`src/rtl/reg_access_arbiter_if.sv`:
```
// Bus between requesters and the shared-register arbiter.
// Requesters drive req/wdata; the arbiter returns grant, the write pulse and register state.
interface reg_access_arbiter_if #(
    parameter int N = 4,
    parameter int W = 8
);
    localparam int IW = (N > 1) ? $clog2(N) : 1;

    // Handshake: req[i] is a level held until ack is seen with q_owner == i;
    // gnt is a one-cycle registered offer, ack a one-cycle pulse once q holds the data.
    logic [N-1:0]   req;
    logic [N*W-1:0] wdata;
    logic [N-1:0]   gnt;
    logic           ack;
    logic [W-1:0]   q;
    logic [IW-1:0]  q_owner;
    logic           busy;
    logic [7:0]     wcount;

    modport master (
        output req, wdata,
        input  gnt, ack, q, q_owner, busy, wcount
    );

    modport slave (
        input  req, wdata,
        output gnt, ack, q, q_owner, busy, wcount
    );
endinterface

```
`src/rtl/reg_access_arbiter.sv`:
```
// Round-robin arbiter granting N requesters write access to one shared W-bit register.
// Each write takes three cycles: GRANT offer, write with ack in RELEASE, back to IDLE.
module reg_access_arbiter #(
    parameter int N = 4,
    parameter int W = 8
) (
    input  logic                   clk,
    input  logic                   reset,
    reg_access_arbiter_if.slave    bus,
    output logic [1:0]             fsm_state
);
    localparam int IW = (N > 1) ? $clog2(N) : 1;

    typedef enum logic [1:0] {
        IDLE    = 2'd0,
        GRANT   = 2'd1,
        RELEASE = 2'd2
    } state_t;

    state_t          state, state_n;
    logic [N-1:0]    gnt, gnt_n;
    logic            ack, ack_n;
    logic [W-1:0]    q, q_n;
    logic [IW-1:0]   owner, owner_n;
    logic [IW-1:0]   ptr, ptr_n;
    logic [IW-1:0]   win, win_n;
    logic [IW-1:0]   pick;
    logic [7:0]      wcount, wcount_n;

    // Scan from the farthest candidate down so the nearest one after ptr wins.
    always_comb begin
        pick = '0;
        for (int k = N; k >= 1; k--) begin
            if (bus.req[(int'(ptr) + k) % N]) pick = IW'((int'(ptr) + k) % N);
        end
    end

    always_ff @(posedge clk or negedge reset) begin
        if (!reset) begin
            state  <= IDLE;
            gnt    <= '0;
            ack    <= 1'b0;
            q      <= '0;
            owner  <= '0;
            ptr    <= IW'(N - 1);
            win    <= '0;
            wcount <= 8'd0;
        end else begin
            state  <= state_n;
            gnt    <= gnt_n;
            ack    <= ack_n;
            q      <= q_n;
            owner  <= owner_n;
            ptr    <= ptr_n;
            win    <= win_n;
            wcount <= wcount_n;
        end
    end

    always_comb begin
        state_n  = state;
        gnt_n    = gnt;
        ack_n    = ack;
        q_n      = q;
        owner_n  = owner;
        ptr_n    = ptr;
        win_n    = win;
        wcount_n = wcount;
        case (state)
            IDLE: begin
                ack_n = 1'b0;
                if (|bus.req) begin
                    win_n   = pick;
                    gnt_n   = N'(1) << pick;
                    state_n = GRANT;
                end else begin
                    gnt_n = '0;
                end
            end
            GRANT: begin
                gnt_n = '0;
                // A winner that dropped its request forfeits the slot without writing.
                if (bus.req[win]) begin
                    q_n      = bus.wdata[int'(win) * W +: W];
                    owner_n  = win;
                    ack_n    = 1'b1;
                    ptr_n    = win;
                    wcount_n = 8'(wcount + 8'd1);
                    state_n  = RELEASE;
                end else begin
                    state_n = IDLE;
                end
            end
            RELEASE: begin
                ack_n   = 1'b0;
                gnt_n   = '0;
                state_n = IDLE;
            end
            default: begin
                gnt_n   = '0;
                ack_n   = 1'b0;
                state_n = IDLE;
            end
        endcase
    end

    assign bus.gnt     = gnt;
    assign bus.ack     = ack;
    assign bus.q       = q;
    assign bus.q_owner = owner;
    assign bus.busy    = (state != IDLE);
    assign bus.wcount  = wcount;
    assign fsm_state   = state;
endmodule
```
`src/flat_wrapper.sv`:
```
// flat-port wrapper written by rule: the top's interface ports become plain ports
module reg_access_arbiter_flat 
#(
    parameter int N = 4,
    parameter int W = 8
)
  (clk, reset, fsm_state, bus_req, bus_wdata, bus_gnt, bus_ack, bus_q, bus_q_owner, bus_busy, bus_wcount);
  reg_access_arbiter_if #(.N(N), .W(W)) bus_i ();
  input  logic clk;
  input  logic reset;
  output logic [1:0] fsm_state;
  input wire logic [$bits(bus_i.req)-1:0] bus_req;
  input wire logic [$bits(bus_i.wdata)-1:0] bus_wdata;
  output wire logic [$bits(bus_i.gnt)-1:0] bus_gnt;
  output wire logic [$bits(bus_i.ack)-1:0] bus_ack;
  output wire logic [$bits(bus_i.q)-1:0] bus_q;
  output wire logic [$bits(bus_i.q_owner)-1:0] bus_q_owner;
  output wire logic [$bits(bus_i.busy)-1:0] bus_busy;
  output wire logic [$bits(bus_i.wcount)-1:0] bus_wcount;
  assign bus_i.req = bus_req;
  assign bus_i.wdata = bus_wdata;
  assign bus_gnt = bus_i.gnt;
  assign bus_ack = bus_i.ack;
  assign bus_q = bus_i.q;
  assign bus_q_owner = bus_i.q_owner;
  assign bus_busy = bus_i.busy;
  assign bus_wcount = bus_i.wcount;
  reg_access_arbiter #(.N(N), .W(W)) u_core (.clk(clk), .reset(reset), .bus(bus_i), .fsm_state(fsm_state));
endmodule
```
`config.mk`:
```
export PLATFORM = sky130hd
export DESIGN_NAME = reg_access_arbiter_flat
export DESIGN_NICKNAME = d
export VERILOG_FILES = /design/src/rtl/reg_access_arbiter_if.sv /design/src/rtl/reg_access_arbiter.sv /design/src/flat_wrapper.sv
export SDC_FILE = /design/constraint.sdc
export NUM_CORES = 1
export LEC_CHECK = 0
export ABC_AREA = 1
export CAP_MARGIN = 5
export CORE_MARGIN = 5
export CORE_UTILIZATION = 44
export DETAILED_ROUTE_END_ITERATION = 7
export PLACE_DENSITY = 0.8
export SETUP_SLACK_MARGIN = 0.2
export SYNTH_ARGS = -nofsm -noshare
export SYNTH_HDL_FRONTEND = slang
export SYNTH_SLANG_ARGS = --single-unit
```
`constraint.sdc`:
```
create_clock -name clk -period 1.9 [get_ports clk]
set_clock_uncertainty 0.2 [all_clocks]
set_input_delay 0.57 -clock clk [delete_from_list [all_inputs] [get_ports clk]]
set_output_delay 0.57 -clock clk [all_outputs]
set_load 0.1 [all_outputs]
```
==> results.ini, run 1 <==
[status]
status = finished, violations left
violations = setup timing

[timing]
hold_viol = 0
fmaxAchievable_mhz = 509.5
fin_ws_ns = -0.06284
min_period_ns = 1.963
rsz0062_at_grt = yes
fin_crit_sh_pct = 103.3
worst_slew_pin_slew_ns = 0.2561
relSlewSlack_pct = 82.93
final_max_slew_viol_count = 0
setup_viol = 1

[floorplan]
dieWidth_um = 71.78
die-area_sq_mm = 0.005152
ios = 64
coreArea_sq_mm = 0.003689
core.rowCount = 22
initial_utilization_pct = 45.52
fp.dieH_um = 71.78

[synth]
synthArstFlopShare_pct = 100.0
syn_area_per_cell_sq_um = 7.564
seq_area_frac_synth_pct = 43.37
synthCells = 222
synth_nets = 261
synthFlopType = dfrtp_1
synth-edff-count = 0
ys_types = 31
yosys_warnings = 0
synth_area_sq_mm = 0.001679
ys_seq_elements = 29

[clock_network]
cts_htree_levels = 2
cts-root-buf = clkbuf_8
clk_pin_slew_ns = 0.05
clock_latency_ns = 0.28
cts_made_buffers = 5
clock_path_buffers = 2
cts_tree = done
clock_sinks = 29

[place]
gp_congestion = 0.9028
hpwl_mm = 3.572
portBuffers = 63

[layout]
area_delta_synth_final_pct = 74.37
final_core_util_pct = 79.38
nets = 339
diodes = 0
drive_above_1_share_pct = 35.22
multi_input_area_sq_um = 900.9
seqCellArea_sq_um = 745.7
filler_cell_count = 235

[detailed_routing]
dr.first_iter.drc_count = 69
wirelength_mm = 4.834
drc_errors = 0
drt_pass1_iterations = 4
antenna_left = 0
routedWlPerCell_um = 13.85
vias = 1741
viasPerCell = 4.989

[grt]
antenna_found_initial = 0
gr-usage-met1_pct = 21.52
met3_usage_pct = 6.031
grt_pass1_vias = 1739
grt_pass1_wl_mm = 7.859
grt.busiest_layer = met2
grt_use_met2_pct = 35.20
grt_max_degree = 30
grt.overflow.total = 0
grtUsageTotal_pct = 19.39

[critical_path]
arrival_ns = 1.19
worstPathRequired_ns = 1.13
worst_setup_path_start_kind = flop
path_cells = nor2_4, clkinvlp_4, buf_12
worstSetupPathType = flop to output port
r2r_slack_ns = 0.07
path_max_fanout = 2
end_kind = output port
cpMaxStageDelayCell = dfrtp_4
slowest_delay_ns = 0.48

[run]
cap_violations = 0

[worst_hold_path]
hold_class = flop to flop

[metal layers]
metal / up-vias / wire length, um
li1: 852 / -
met1: 818 / 1860
met2: 61 / 2518
met3: 10 / 369
met4: 0 / 85
met5: - / 0
[per-stage QoR]
| stage | TNS (ns) | worst slack, ns | instances | hold WS, ns | area (sq um) |
|---|---|---|---|---|---|
| 2_1_floorplan | -0.4783 | -0.09478 | 222 | 0.07441 | 1719 |
| 3_3_place_gp | -4.953 | -0.2278 | 332 | 0.3066 | 2690 |
| 3_5_place_dp | -5.823 | -0.3056 | 332 | 0.3220 | 2690 |
| 4_1_cts | -0.05764 | -0.05764 | 344 | 0.3300 | 2816 |
| 5_1_grt | -0.1441 | -0.1121 | 349 | 0.3593 | 2928 |
| 6_report | -0.06284 | -0.06284 | 349 | 0.3407 | 2928 |
[worst paths after layout]
path                                startpoint                   end  depth (start not counted)
setup / recovery           u_core.fsm_state[0]              bus_busy                          3
hold / removal                 u_core.bus.q[1]       u_core.bus.q[1]                          2
setup reg to reg                 u_core.ptr[0]         u_core.win[0]                         11
hold reg to reg                u_core.bus.q[1]       u_core.bus.q[1]                          2
max in group asynchronous                reset         u_core.ptr[1]                          2
min in group asynchronous                reset  u_core.bus.wcount[6]                          2
[state kept, by name, summed over array words and instances (netlist names)]
| register | cells |
|---|---|
| u_core.bus.q | 8 |
| u_core.bus.wcount | 8 |
| u_core.bus.gnt | 4 |
| u_core.bus.q_owner | 2 |
| u_core.fsm_state | 2 |
| u_core.ptr | 2 |
| u_core.win | 2 |
| u_core.bus.ack | 1 |
[what timing repair did]
item	CTS	global route
pin swaps	2	2
resized for setup	8	23
setup buffers	4	5
endpoints found under the hold margin	0	0
hold buffers	0	0
endpoints found under the setup margin	31	23
[placed cells by master, fill, tap and decap left out]
cell type        netlist  final
nand2_1               68     56
clkbuf_1               1      2
nand3_2                2      3
inv_2                  4      4
and2_1                 1      1
nor2_2                 2      2
o21ai_4                0      1
a21oi_1                1      1
clkinvlp_4             0      1
clkdlybuf4s50_1        0     33
dlygate4sd2_1          0      4
dfstp_2                2      2
buf_12                 0     27
nor2_1                24     21
xnor2_1                2      2
inv_4                  0      1
o21ai_1                1      2
o21ai_0               21     20
nand4_1                1      1
nor3_1                 1      1
nor3_2                 1      1
nand3_1                6      4
nand2_4                2      6
buf_4                  2     16
clkbuf_8               0      6
nand2_2               10     18
clkinv_4               0      1
ha_1                   1      1
dfrtp_1               27     17
inv_1                 17     15
dfrtp_4                0      2
o22ai_1                8      8
nor2_4                 1      4
nand3_4                1      2
nor4_1                 1      1
dfrtp_2                0      8
buf_6                  1      1
xor2_1                 5      5
[cells in the mapped netlist, types with 2 or more instances]
library cell / count / share of area (%)
buf_2: 6 / 1.8
nand2_4: 2 / 1.3
o21ai_0: 21 / 6.3
inv_1: 17 / 3.8
nand2_2: 10 / 3.7
nor2_1: 24 / 5.4
dfstp_2: 2 / 3.1
xor2_1: 5 / 2.6
inv_2: 4 / 0.89
nand3_2: 2 / 1.2
nor2_2: 2 / 0.75
buf_4: 2 / 0.89
nand3_1: 6 / 1.8
nand2_1: 68 / 15
xnor2_1: 2 / 1.0
dfrtp_1: 27 / 40
o22ai_1: 8 / 3.0
[final cells by class]
class                           count  share of cell area (%)
Tap cell                           48                   2.051
Sequential cell                    29                   25.47
Clock buffer                        8                   3.077
Multi-Input combinational cell    161                   30.77
Timing Repair Buffer               81                   35.43
Inverter                           22                   3.205
[kinds of logic (layout without fill, tap and decap cells)]
group           after synthesis  count (layout)  synth area share, %
buf+inv                      32             111                8.792
simple gates                121             121                33.09
flops                        29              29                43.37
fa+ha+maj                     1               1               0.7450
compound gates               32              32                10.36
xor+xnor                      7               7                3.651
[critical path: cells and delay by family, from the launching register on]
| family | cells | cell delay [ns] |
|---|---|---|
| flops | 1 | 0.48 |
| simple gates | 1 | 0.13 |
| buf+inv | 2 | 0.30 |
Power of run 1 is left out: the tool's default activity adds up to more than one toggle a clock period on the data nets, which glitch-free logic cannot reach.
==> run 2, diff against run 1 <==
Settings changed: CAP_MARGIN 5 to 20.
==> results of run 2 <==
No change in the layout: final DEF, timing and power equal those of run 1.
Power of run 2 is left out for the same reason.
==> run 3, diff against run 2 <==
Settings changed: CORE_UTILIZATION 44 to 62, DONT_BUFFER_PORTS set to 1, PLACE_DENSITY 0.8 to 0.78.
==> run 3 against run 2 <==
Effect of this change:
- the flow now stops in global routing (5_1_grt)
- synthesized area unchanged
- synthesized cell count did not move
==> results.ini, run 3 <==
[status]
status = aborted with a tool error
stop_stage = global routing (5_1_grt)
error = [ERROR DPL-0038] Utilization greater than 100%, impossible to legalize

[floorplan]
ios = 64
initial_utilization_pct = 65.98
fp.dieH_um = 62.04
dieWidth_um = 62.04
core.rowCount = 18

[synth]
synth-edff-count = 0
yosysTopAreaCell = dfrtp_1
synth_nets = 261
synth_commonest_cells = nand2_1 (68), dfrtp_1 (27), nor2_1 (24)
synthArstFlopShare_pct = 100.0
seq_area_frac_synth_pct = 43.37
synthCells = 222
synth_area_leaders = dfrtp_1 (40%), nand2_1 (15%), o21ai_0 (6.3%)
synth_area_sq_mm = 0.001679
synth_most_common_cell = nand2_1
syn_area_per_cell_sq_um = 7.564
ys_types = 31
ys_seq_elements = 29
synth_top_area_share_pct = 40.24
synthFlopType = dfrtp_1
yosys_warnings = 0

[place]
gp_congestion = 0.8954
portBuffers = 0
place_area_sq_mm = 0.002012
hpwl_mm = 3.183
place_ws_ns = 0.1778

[clock_network]
cts_htree_levels = 2
clock_sinks = 29
cts_made_buffers = 5
clock_path_buffers = 2
cts-root-buf = clkbuf_4

[grt]
grt_max_degree = 30

[timing]
worst_endpoint = bus_busy
worst_endpoint_kind = output port

run 3: cell families after synthesis:
kind of cell               synth area share (%)
buffers and inverters                     8.792
adders and majority gates                0.7450
AOI/OAI and AO/OA                         10.36
and+or+nand+nor                           33.09
xor gates and xnor gates                  3.651
DFF                                       43.37
run 3: timing repair:
item | 4_1_cts
setup buffers | 13
hold endpoints to repair | 29
pin swaps | 9
gates resized for setup | 38
hold buffers | 2
endpoints found under the setup margin | 28
run 3: stage by stage:
stage	hold slack, ns	TNS [ns]	cells
after floorplan	0.07441	-0.4783	222
after global placement	0.07512	0	274
after detailed placement	0.07513	0	274
after CTS	0.3273	-0.2365	297
==> run 4, diff against run 3 <==
Settings changed: CORE_UTILIZATION 62 to 40, PLACE_DENSITY 0.78 to unset, PLACE_DENSITY_LB_ADDON set to 0.15, SETUP_SLACK_MARGIN 0.2 to unset.
==> run 4 against run 3 <==
Effect of this change:
- the flow now finishes, with violations (setup timing)
==> results.ini, run 4 (synthesis results as in run 1) <==
[worst_hold_path]
hold_path_end = u_core.bus.q_owner[0]
hold_class = flop to flop
hold_start = u_core.bus.q_owner[0]
worstHoldPathCells = 2

[critical_path]
path_cells = nor2_4, clkinvlp_4, buf_12
worstReg2RegEnd = u_core.bus.wcount[5]
worst_setup_path_start_kind = flop
worstSetupPathType = flop to output port
worstPathRequired_ns = 1.13
end_kind = output port
crit_buf_inv = 2
path_max_fanout = 2
arrival_ns = 1.19
reg2reg_from = u_core.fsm_state[1]
slowest_delay_ns = 0.49
cpMaxStageDelayCell = dfrtp_4
path_delay_family = flip-flops
r2r_slack_ns = 0.14
ff2ff_path_depth = 6

[detailed_routing]
drc_errors = 0
routedWlPerCell_um = 12.74
antenna_left = 0
vias = 1479
drt_pass1_iterations = 6
wirelength_mm = 3.911
viasPerCell = 4.818
dr.first_iter.drc_count = 54

[grt]
grtUsageTotal_pct = 15.72
grt_pass1_vias = 1461
antenna_found_initial = 0
grt_pass1_wl_mm = 6.575
grt_max_degree = 30
grt.overflow.total = 0

[floorplan]
fp.dieH_um = 74.79
die-area_sq_mm = 0.005594
dieWidth_um = 74.79
coreArea_sq_mm = 0.004029
ios = 64
core.rowCount = 23
initial_utilization_pct = 41.68

[timing]
fin_ws_ns = -0.05507
worst_slew_pin_slew_ns = 0.3392
hold_viol = 0
rsz0062_at_grt = yes
setup_viol = 1
fin_crit_sh_pct = 102.9
relSlewSlack_pct = 77.39
final_max_slew_viol_count = 0
fmaxAchievable_mhz = 511.5
min_period_ns = 1.955

[layout]
area_delta_synth_final_pct = 29.58
mostFrequentLayoutCells = nand2_1 (68), buf_4 (30), nor2_1 (22), o21ai_0 (21), dfrtp_1 (21)
instances_no_fill = 307
nets = 295
final_common_cell = nand2_1
reg_top3 = u_core.bus.q (8), u_core.bus.wcount (8), u_core.bus.gnt (4)
diodes = 0
filler_cell_count = 408
drive_above_1_share_pct = 31.52

[status]
violations = setup timing
status = finished, violations left

[clock_network]
clock_path_buffers = 2
cts_htree_levels = 2
cts_made_buffers = 5
clock_sinks = 29
cts_tree = done
cts-root-buf = clkbuf_8
clock_latency_ns = 0.28
clk_pin_slew_ns = 0.07

[place]
dpl.cell_count = 294
hpwl_mm = 2.959
portBuffers = 0
gp_congestion = 0.8331

[run]
cap_violations = 0

[run 4: cell type report]
cell class | count | area (sq um) | share of cell area (%)
Multi-Input combinational cell | 161 | 823.3 | 37.84
Sequential cell | 29 | 740.7 | 34.04
Timing Repair Buffer | 37 | 337.8 | 15.53
Inverter | 22 | 91.34 | 4.198
Clock buffer | 6 | 82.58 | 3.795
Tap cell | 50 | 62.56 | 2.875
Clock inverter | 2 | 37.54 | 1.725
[run 4: tightest hold or removal path, cell delays in order, from the launching register on]
cell,delay (ns)
dfrtp_1,0.34
nand2_1,0.05
o21ai_0,0.06
[run 4: how the worst max path moves through the flow]
stage / from / endpoint / slack, ns / cells past startpoint
final: u_core.fsm_state[0] / bus_busy / -0.06 / 3
after global routing: u_core.fsm_state[0] / bus_busy / -0.09 / 3
after CTS: u_core.fsm_state[0] / bus_busy / -0.07 / 3
after global placement: u_core.fsm_state[1] / bus_busy / 0.19 / 3
after detailed placement: u_core.fsm_state[1] / bus_busy / 0.18 / 3
after floorplan: u_core.fsm_state[1] / bus_busy / -0.09 / 2
[run 4: through the flow]
| step | instance area, sq um | setup slack (ns) | hold WS [ns] | utilization, % | setup TNS [ns] |
|---|---|---|---|---|---|
| floorplan | 1715 | -0.09478 | 0.07441 | - | -0.4783 |
| global placement | 1996 | 0.1922 | 0.07527 | 49.53 | 0 |
| detailed placement | 1996 | 0.1787 | 0.07529 | 49.53 | 0 |
| CTS | 2176 | -0.06933 | 0.2935 | 54.01 | -0.06933 |
| global route | 2176 | -0.09131 | 0.3164 | 54.01 | -0.09131 |
| finish | 2176 | -0.05507 | 0.2869 | 54.01 | -0.05507 |
[run 4: per-layer routing]
metal	global-route usage (%)	up-vias	wire length (um)
li1	-	765	-
met1	19.18	669	1729
met2	25.85	40	1834
met3	5.474	5	304
met4	5.534	0	44
met5	0	-	0
[run 4: repair_timing]
item,CTS,global route
pin swaps,1,0
setup buffers,3,0
setup endpoints to repair,1,1
endpoints found under the hold margin,29,0
gates resized for setup,2,0
hold buffers,2,0
Power of run 4 is left out for the same reason.
